<file path="config.mk">
export PLATFORM = sky130hd
export DESIGN_NAME = mmu_feed_scheduler
export DESIGN_NICKNAME = d
export VERILOG_FILES = /design/src/rtl/mmu_feed_scheduler.sv
export SDC_FILE = /design/constraint.sdc
export NUM_CORES = 1
export LEC_CHECK = 0
export BUFFER_PORTS_ARGS = -buffer_cell sky130_fd_sc_hd__buf_2
export CORE_UTILIZATION = 40
export DETAILED_ROUTE_END_ITERATION = 10
export SYNTH_ARGS = -nofsm -noshare
export SYNTH_HDL_FRONTEND = slang
export SYNTH_SLANG_ARGS = --single-unit
</file>
<file path="constraint.sdc">
create_clock -name clk -period 10 [get_ports clk]
set_input_delay 2 -clock clk [delete_from_list [all_inputs] [get_ports clk]]
set_output_delay 2 -clock clk [all_outputs]
set_load 0.01 [all_outputs]
</file>
<file path="src/rtl/mmu_feed_scheduler.sv">
// Sequencer for one 2x2 x 2x2 multiply on the systolic MMU: fetch operands, clear, skewed feed,
// settle, then drain the four results through a valid/ready port.
//
// state    | meaning
// ---------+---------------------------------------------------------------
// S_IDLE   | waiting for start
// S_FETCH  | read 8 operands from weight memory (cnt 0..8)
// S_CLEAR  | one cycle of mmu_clear
// S_FEED   | three cycles of diagonally skewed operands into the array
// S_SETTLE | SETTLE_CYCLES cycles of zero input while partial sums propagate
// S_OUTPUT | present c00..c11 on out_sel, advance on each handshake
// S_DONE   | one-cycle done pulse
module mmu_feed_scheduler #(
   parameter int DATA_W        = 8,
   parameter int SETTLE_CYCLES = 2
) (
   input  logic              clk,
   input  logic              rst,
   input  logic              start,
   output logic              busy,
   output logic              done,
   output logic              mem_rd_en,
   output logic [2:0]        mem_addr,
   input  logic [DATA_W-1:0] mem_rd_data,
   output logic              mmu_clear,
   output logic              mmu_en,
   output logic [DATA_W-1:0] a_row0,
   output logic [DATA_W-1:0] a_row1,
   output logic [DATA_W-1:0] b_col0,
   output logic [DATA_W-1:0] b_col1,
   output logic [1:0]        out_sel,
   output logic              out_valid,
   input  logic              out_ready
);

   typedef enum logic [2:0] {
      S_IDLE, S_FETCH, S_CLEAR, S_FEED, S_SETTLE, S_OUTPUT, S_DONE
   } state_t;

   localparam logic [3:0] SETTLE_LAST = 4'(SETTLE_CYCLES - 1);

   state_t            state;
   logic [3:0]        cnt;
   logic [DATA_W-1:0] opnd [8];

   // Every output is computed for the state being entered, so it is valid in the same cycle as that state.
   always_ff @(posedge clk or posedge rst) begin
      if (rst) begin
         state     <= S_IDLE;
         cnt       <= '0;
         busy      <= 1'b0;
         done      <= 1'b0;
         mem_rd_en <= 1'b0;
         mem_addr  <= '0;
         mmu_clear <= 1'b0;
         mmu_en    <= 1'b0;
         a_row0    <= '0;
         a_row1    <= '0;
         b_col0    <= '0;
         b_col1    <= '0;
         out_sel   <= '0;
         out_valid <= 1'b0;
         for (int i = 0; i < 8; i++) opnd[i] <= '0;
      end else begin
         done      <= 1'b0;
         mem_rd_en <= 1'b0;
         mem_addr  <= '0;
         mmu_clear <= 1'b0;
         mmu_en    <= 1'b0;
         a_row0    <= '0;
         a_row1    <= '0;
         b_col0    <= '0;
         b_col1    <= '0;
         out_sel   <= '0;
         out_valid <= 1'b0;
         case (state)
            S_IDLE: begin
               if (start) begin
                  state     <= S_FETCH;
                  cnt       <= '0;
                  busy      <= 1'b1;
                  mem_rd_en <= 1'b1;
               end
            end
            S_FETCH: begin
               // read data lags the strobe by one cycle
               if (cnt != 4'd0) opnd[3'(cnt - 4'd1)] <= mem_rd_data;
               if (cnt == 4'd8) begin
                  state     <= S_CLEAR;
                  cnt       <= '0;
                  mmu_clear <= 1'b1;
               end else begin
                  cnt <= cnt + 4'd1;
                  if (cnt < 4'd7) begin
                     mem_rd_en <= 1'b1;
                     mem_addr  <= 3'(cnt + 4'd1);
                  end
               end
            end
            S_CLEAR: begin
               state  <= S_FEED;
               cnt    <= '0;
               mmu_en <= 1'b1;
               a_row0 <= opnd[0];
               b_col0 <= opnd[4];
            end
            S_FEED: begin
               mmu_en <= 1'b1;
               case (cnt)
                  4'd0: begin
                     cnt    <= 4'd1;
                     a_row0 <= opnd[1];
                     a_row1 <= opnd[2];
                     b_col0 <= opnd[6];
                     b_col1 <= opnd[5];
                  end
                  4'd1: begin
                     cnt    <= 4'd2;
                     a_row1 <= opnd[3];
                     b_col1 <= opnd[7];
                  end
                  default: begin
                     state <= S_SETTLE;
                     cnt   <= '0;
                  end
               endcase
            end
            S_SETTLE: begin
               if (cnt == SETTLE_LAST) begin
                  state     <= S_OUTPUT;
                  cnt       <= '0;
                  out_valid <= 1'b1;
               end else begin
                  cnt    <= cnt + 4'd1;
                  mmu_en <= 1'b1;
               end
            end
            S_OUTPUT: begin
               if (out_valid && out_ready) begin
                  if (out_sel == 2'd3) begin
                     state <= S_DONE;
                     cnt   <= '0;
                     done  <= 1'b1;
                  end else begin
                     out_valid <= 1'b1;
                     out_sel   <= out_sel + 2'd1;
                  end
               end else begin
                  out_valid <= 1'b1;
                  out_sel   <= out_sel;
               end
            end
            S_DONE: begin
               state <= S_IDLE;
               cnt   <= '0;
               busy  <= 1'b0;
            end
            default: begin
               state <= S_IDLE;
               cnt   <= '0;
               busy  <= 1'b0;
            end
         endcase
      end
   end

endmodule
</file>
==> results of run 1 <==
[power breakdown]
part	internal (mW)	switching, mW
combinational	0.194	0.182
sequential	0.612	0.0953
clock	0.357	0.215
[cell families (layout without fill, tap and decap cells)]
kind of cell | after synthesis | after routing | synth area share [%]
multiplexers | 65 | 65 | 16.3
adder cells (fa/ha/maj) | 4 | 4 | 1.11
AND/OR/NAND/NOR | 52 | 52 | 7.21
buffers and inverters | 23 | 94 | 2.20
XOR/XNOR | 2 | 2 | 0.390
flip-flops | 114 | 114 | 63.5
AO/OA/AOI/OAI | 53 | 53 | 9.30
[area by class of cell]
class / instances / area, um2
clock buffer: 18 / 418
clock inverter: 14 / 155
fill: 950 / 5430
inverter: 6 / 25.0
multi-input combinational: 176 / 1540
sequential: 114 / 2850
tap: 140 / 175
timing repair buffer: 56 / 285
[placed cells by master (no fill, tap or decap), types with 3 or more instances in the layout]
cell       instances
a21oi_1            7
a22o_1            32
a31o_2             3
buf_2             54
clkbuf_16         16
clkinv_4           4
dfrtp_1          114
ha_1               4
inv_1              5
inv_6              4
mux2_2            64
nand2_1            9
nand3_1            5
nand3b_1           3
nor2_1            12
nor2b_1            5
o21ai_0            3
[synth_stat cells]
library cell | number | area [um2]
a211o_1 | 1 | 8.76
a211oi_1 | 1 | 7.51
a21oi_1 | 7 | 35.0
a22o_1 | 32 | 280
a31o_2 | 3 | 26.3
a31oi_1 | 1 | 6.26
a32oi_1 | 1 | 8.76
and2_1 | 1 | 6.26
and3_1 | 2 | 12.5
buf_2 | 10 | 50.1
clkbuf_1 | 7 | 26.3
dfrtp_1 | 114 | 2850
ha_1 | 4 | 50.1
inv_1 | 6 | 22.5
mux2_1 | 1 | 11.3
mux2_2 | 64 | 721
nand2_1 | 9 | 33.8
nand2b_1 | 1 | 6.26
nand3_1 | 5 | 25.0
nand3b_1 | 3 | 22.5
nor2_1 | 12 | 45.0
nor2b_1 | 5 | 31.3
nor3_1 | 2 | 10.0
nor3_2 | 2 | 20.0
nor3b_1 | 1 | 7.51
nor3b_2 | 1 | 12.5
nor4_1 | 2 | 12.5
nor4_4 | 2 | 42.5
nor4bb_1 | 1 | 10.0
o211ai_1 | 1 | 7.51
o21a_1 | 1 | 7.51
o21ai_0 | 3 | 15.0
o22ai_1 | 1 | 6.26
o2bb2ai_1 | 1 | 8.76
or3_1 | 1 | 6.26
or3b_1 | 1 | 8.76
or3b_4 | 1 | 11.3
xnor2_1 | 1 | 8.76
xor2_1 | 1 | 8.76
[routing by layer]
layer | vias up | share of wire [%] | wire (um) | GRT usage (%)
met5 | - | 0 | 0 | 0
met4 | 0 | 0.99 | 87 | 5.87
met3 | 9 | 3.4 | 300 | 4.58
met2 | 56 | 49 | 4280 | 26.7
met1 | 1411 | 47 | 4110 | 22.3
li1 | 1254 | - | - | -
[metrics by stage]
step | utilization, % | hold WS [ns] | power (mW)
5_1_grt | 50.1 | 0.495 | 1.75
4_1_cts | 50.1 | 0.488 | 1.68
3_5_place_dp | 44.8 | 0.474 | 1.09
6_report | 50.1 | 0.487 | 1.66
2_1_floorplan | - | 0.459 | 0.988
3_3_place_gp | 44.8 | 0.465 | 1.08
[registers in the layout, summed over array words and instances, names as in the netlist]
register and cells:
mem_rd_en 1, opnd 64, out_valid 1, mmu_en 1, b_col1 8, a_row1 8
cnt 4, mmu_clear 1, busy 1, b_col0 8, a_row0 8, mem_addr 3
done 1, state 3, out_sel 2
[how the worst max path moves through the flow]
stage | startpoint | slack, ns | endpoint
after global placement | rst | 6.58 | opnd[1]
after floorplan | rst | 4.98 | a_row0[0]
after CTS | out_sel[0] | 6.91 | out_sel[0]
after global routing | rst | 6.88 | opnd[31]
final | out_sel[0] | 6.94 | out_sel[0]
after detailed placement | rst | 6.53 | opnd[0]
==> flow_summary.toml, run 1 <==
[outcome]
outcome = "finished, final reports clean"

[critical_path]
cp_num_buf_inv = 1
timing.rr.start = "cnt[0]"
cp_max_fo = 4
cp_slowest_cell = "dfrtp_1"
path_delay_family = "flip-flops"
worstPathArrival_ns = 1.06
end_kind = "output pin"
crit_chain = "buf_2"
cp-start-kind = "flip-flop"
timing.rr.end = "opnd[21]"
slowest_delay_ns = 0.41
required_ns = 8.00
cp.depth = 1
reg2reg_setup_slack_ns = 7.25
ff2ff_path_depth = 5
path_class = "flip-flop to output pin"

[timing]
fin_crit_sh_pct = 30.6
timing.final.ws_setup_ns = 6.94
rsz0062_at_grt = "no"
maxSlewHeadroom_pct = 36.8
min_period_ns = 3.06
setup_viol = 0
worst_slew_pin_slew_ns = 0.948
hold_viol_final = 0
report.final.slew_viol_count = 0
tns_ns = 0
timing.fmax_ghz = 0.327
fin_skew_ns = 0.00805

[placement]
detailed_place.area_um2 = 4880
post-place-ws_ns = 6.53
dp_cells = 492
place_congestion = 0.742
dp_hpwl_um = 5380
port_buffers = 54

[synthesis]
syn_inst = 313
yosys_register_bits = 114
seq_area_frac_synth_pct = 63.5
synth.cell_area_um2 = 4490
yosysWarnings = 0
synth.avg_cell_area_um2 = 14.4
synthesis.nets = 329
synth_cell_types = 39

[clock_tree]
clk_pin_slew_ns = 0.06
clkSinkCount = 114
cts_setup_buffers = 0
cts-root-buf = "clkbuf_8"
clkLatencyLatePin_ns = 0.50
holdBufCountCts = 0
cts.repair.resized = 0
clock_path_buffers = 2
cts_tree = "done"
cts_buffers = 17
htree_levels = 4

[drt]
postRouteAntennaNets = 0
viasPerCell = 5.21
routedWlPerCell_um = 16.8
drc_errors = 0
totalWireLength_um = 8780
vias = 2730
dr.pass1.iters = 4
drt_iter0_drc = 91

[pwr]
powerDensity_nw_per_um2 = 304
p_leak_nw = 2.62
ir_drop_mv = 0.167

[cells_and_area]
n_antenna_cell = 0
nNetsFinal = 387
postLayoutCellArea_um2 = 5450
syn2layout_area_growth_pct = 21.4
stdcell_count = 524
layout-drive-gt1-share_pct = 42.2

[flow_run]
cap_violations = 0

[floorplan]
dieArea_um2 = 11700
core_area_um2 = 10900
initial_utilization_pct = 41.3
ioPinCount = 55
rows = 38
die_h_um = 108
die_x_um = 108

[global_routing]
grt_usage_pct = 16.8
grt_overflow = 0
grt_pass1_wl_um = 14600
grt_start_max_net_pins = 79
grt_pass1_vias = 2789
antenna_found_initial = 0

[hold_path]
whs_endpoint = "b_col0[6]"
hold_path_depth = 1
holdCritStartpoint = "opnd[30]"
hp-class = "flip-flop to flip-flop"
Note: power is estimated with default switching activity, not from simulation.
==> inputs of run 2 (changes only) <==
--- a/config.mk
+++ b/config.mk
@@ -5,6 +5,7 @@
 export SDC_FILE = /design/constraint.sdc
 export NUM_CORES = 1
 export LEC_CHECK = 0
+export ABC_AREA = 1
 export BUFFER_PORTS_ARGS = -buffer_cell sky130_fd_sc_hd__buf_2
 export CORE_UTILIZATION = 40
 export DETAILED_ROUTE_END_ITERATION = 10
==> constraint.sdc (replaced) <==
create_clock -name clk -period 3.1 [get_ports clk]
set_input_delay 0.62 -clock clk [delete_from_list [all_inputs] [get_ports clk]]
set_output_delay 0.62 -clock clk [all_outputs]
set_load 0.01 [all_outputs]
==> run 2 against run 1 <==
Cell area rose by 2.4%. Cell count rose by 31%. Worst hold slack got worse by 0.10 ns. Clock-buffer cell count rose by 2. Critical path depth rose by 7. Critical path type is now flip-flop to flip-flop. Highest routed layer unchanged.
==> flow_summary.toml, run 2 <==
[global_routing]
met3_usage_pct = 4.45
met2_usage_pct = 28.0
grt_start_max_net_pins = 115
antenna_found_initial = 0
grt_pass1_vias = 3127
use_met1_pct = 23.6
grt_pass1_wl_um = 15600
grt_usage_pct = 17.7
top_usage_layer = "met2"
grt_overflow = 0

[drt]
totalWireLength_um = 9500
routedWlPerCell_um = 13.8
postRouteAntennaNets = 0
drt_iter0_drc = 224
dr.pass1.iters = 4
vias = 3295
drc_errors = 0
viasPerCell = 4.80

[clock_tree]
cts_tree = "done"
cts_setup_buffers = 0
clock_path_buffers = 2
clkLatencyLatePin_ns = 0.40
holdBufCountCts = 0
clk_pin_slew_ns = 0.05
cts-root-buf = "clkbuf_16"
clkSinkCount = 114
cts.repair.resized = 0
cts_buffers = 17
htree_levels = 4

[timing]
report.final.slew_viol_count = 0
setup_viol = 0
tns_ns = 0
fin_crit_sh_pct = 64.3
timing.fmax_ghz = 0.501
hold_viol_final = 0
fin_skew_ns = 0.00940
maxSlewHeadroom_pct = 46.9
timing.final.ws_setup_ns = 1.11
worst_slew_pin_slew_ns = 0.795
min_period_ns = 1.99
rsz0062_at_grt = "no"

[outcome]
outcome = "finished, final reports clean"

[synthesis]
synth_common_cells = "nand2_1 (175), dfrtp_1 (114), o21ai_1 (56)"
synth_cell_types = 28
synth_top_area_share_pct = 61.8
yosys_register_bits = 114
synth_area_leaders = "dfrtp_1 (62%), nand2_1 (14%), o21ai_1 (6.1%)"
synth-edff-count = 0
yosysWarnings = 0
synth.avg_cell_area_um2 = 9.73
synthArstFlopShare_pct = 100
syn_inst = 475
synthFlopType = "dfrtp_1"
seq_area_frac_synth_pct = 61.8
synth_most_common_cell = "nand2_1"
synthesis.nets = 491
yosysTopAreaCell = "dfrtp_1"
synth.cell_area_um2 = 4620

[pwr]
power_mw = 5.97
p_leak_nw = 3.06
powerDensity_nw_per_um2 = 1070
ir_drop_mv = 0.401

[placement]
post-place-ws_ns = 1.10
place_congestion = 0.798
dp_cells = 656
dp_hpwl_um = 5860
port_buffers = 54

[floorplan]
rows = 38
die_h_um = 109
dieArea_um2 = 12000
initial_utilization_pct = 41.9
core_area_um2 = 11000
die_x_um = 109
ioPinCount = 55

[critical_path]
required_ns = 3.36
path_class = "flip-flop to flip-flop"
end_kind = "flip-flop"
worstPathArrival_ns = 2.26
cp-start-kind = "flip-flop"
cp_max_fo = 16

[cells_and_area]
largest_register_ffs = 64
final_cell_mix = "nand2_1 (175), dfrtp_1 (114), o21ai_1 (56), buf_2 (54), nand3_1 (26)"
layout-drive-gt1-share_pct = 21.0
stdcell_count = 687
layout_commonest_cell = "nand2_1"
n_antenna_cell = 0
syn2layout_area_growth_pct = 20.9
nNetsFinal = 551
regMostFlops = "opnd"
fin_util_pct = 50.6

[flow_run]
cap_violations = 0

[hold_path]
hp-class = "input port to asynchronous set/reset pin"
run 2: changes by cell type after synthesis, sizes merged, moves of 3 or more:
cell / change
buf: +3
a31o: -3
nand3: +21
a22o: -32
nor2b: -5
inv: +17
nand2: +177
o21ai: +66
nor4: -3
clkbuf: -5
nor2: +10
mux2: -65
run 2: area by class of cell:
cell class,instances,area [um2]
fill,1026,5440
inverter,24,93.8
sequential,114,2850
tap,140,175
clock inverter,11,159
multi-input combinational,322,1550
timing repair buffer,56,298
clock buffer,20,457
run 2: path summary, 6_finish.rpt:
| check | start | cells past startpoint | end | slack [ns] |
|---|---|---|---|---|
| max in group asynchronous | rst | 3 | b_col0[6] | 2.28 |
| setup / recovery | cnt[0] | 8 | opnd[9] | 1.11 |
| hold reg to reg | opnd[54] | 2 | a_row0[6] | 0.47 |
| min in group clk | opnd[54] | 2 | a_row0[6] | 0.47 |
| setup reg to reg | cnt[0] | 8 | opnd[9] | 1.11 |
| hold / removal | rst | 3 | opnd[2] | 0.38 |
run 2: critical path, cell delays in order, from the launching register on:
cell and delay [ns]:
dfrtp_1 0.50, inv_1 0.19, ha_1 0.31, nand2_4 0.13, nor2_4 0.05, nor2_8 0.30
nand2_4 0.19, nand2_1 0.11, o21ai_1 0.07
run 2: kinds of logic after synthesis:
family	Yosys count	synth area share, %
AO/OA/AOI/OAI	76	8.97
XOR/XNOR	2	0.379
adder cells (fa/ha/maj)	4	1.08
buffers and inverters	39	4.66
flip-flops	114	61.8
AND/OR/NAND/NOR	240	23.2
run 2: metal layers:
metal	up-vias	routed length (um)
li1	1647	-
met4	0	97
met2	66	4500
met3	10	356
met1	1572	4550
met5	-	0
run 2: through the flow:
stage               area, um2  hold slack, ns
floorplan                4620           0.442
global placement         4970           0.451
detailed placement       4970           0.456
CTS                      5590           0.428
global route             5590           0.442
finish                   5590           0.382
run 2: power by group:
part	internal (mW)	switching, mW	total, mW
registers	2.09	0.309	2.39
clock network	1.37	0.644	2.02
logic	0.562	0.992	1.55
total	4.02	1.94	5.97
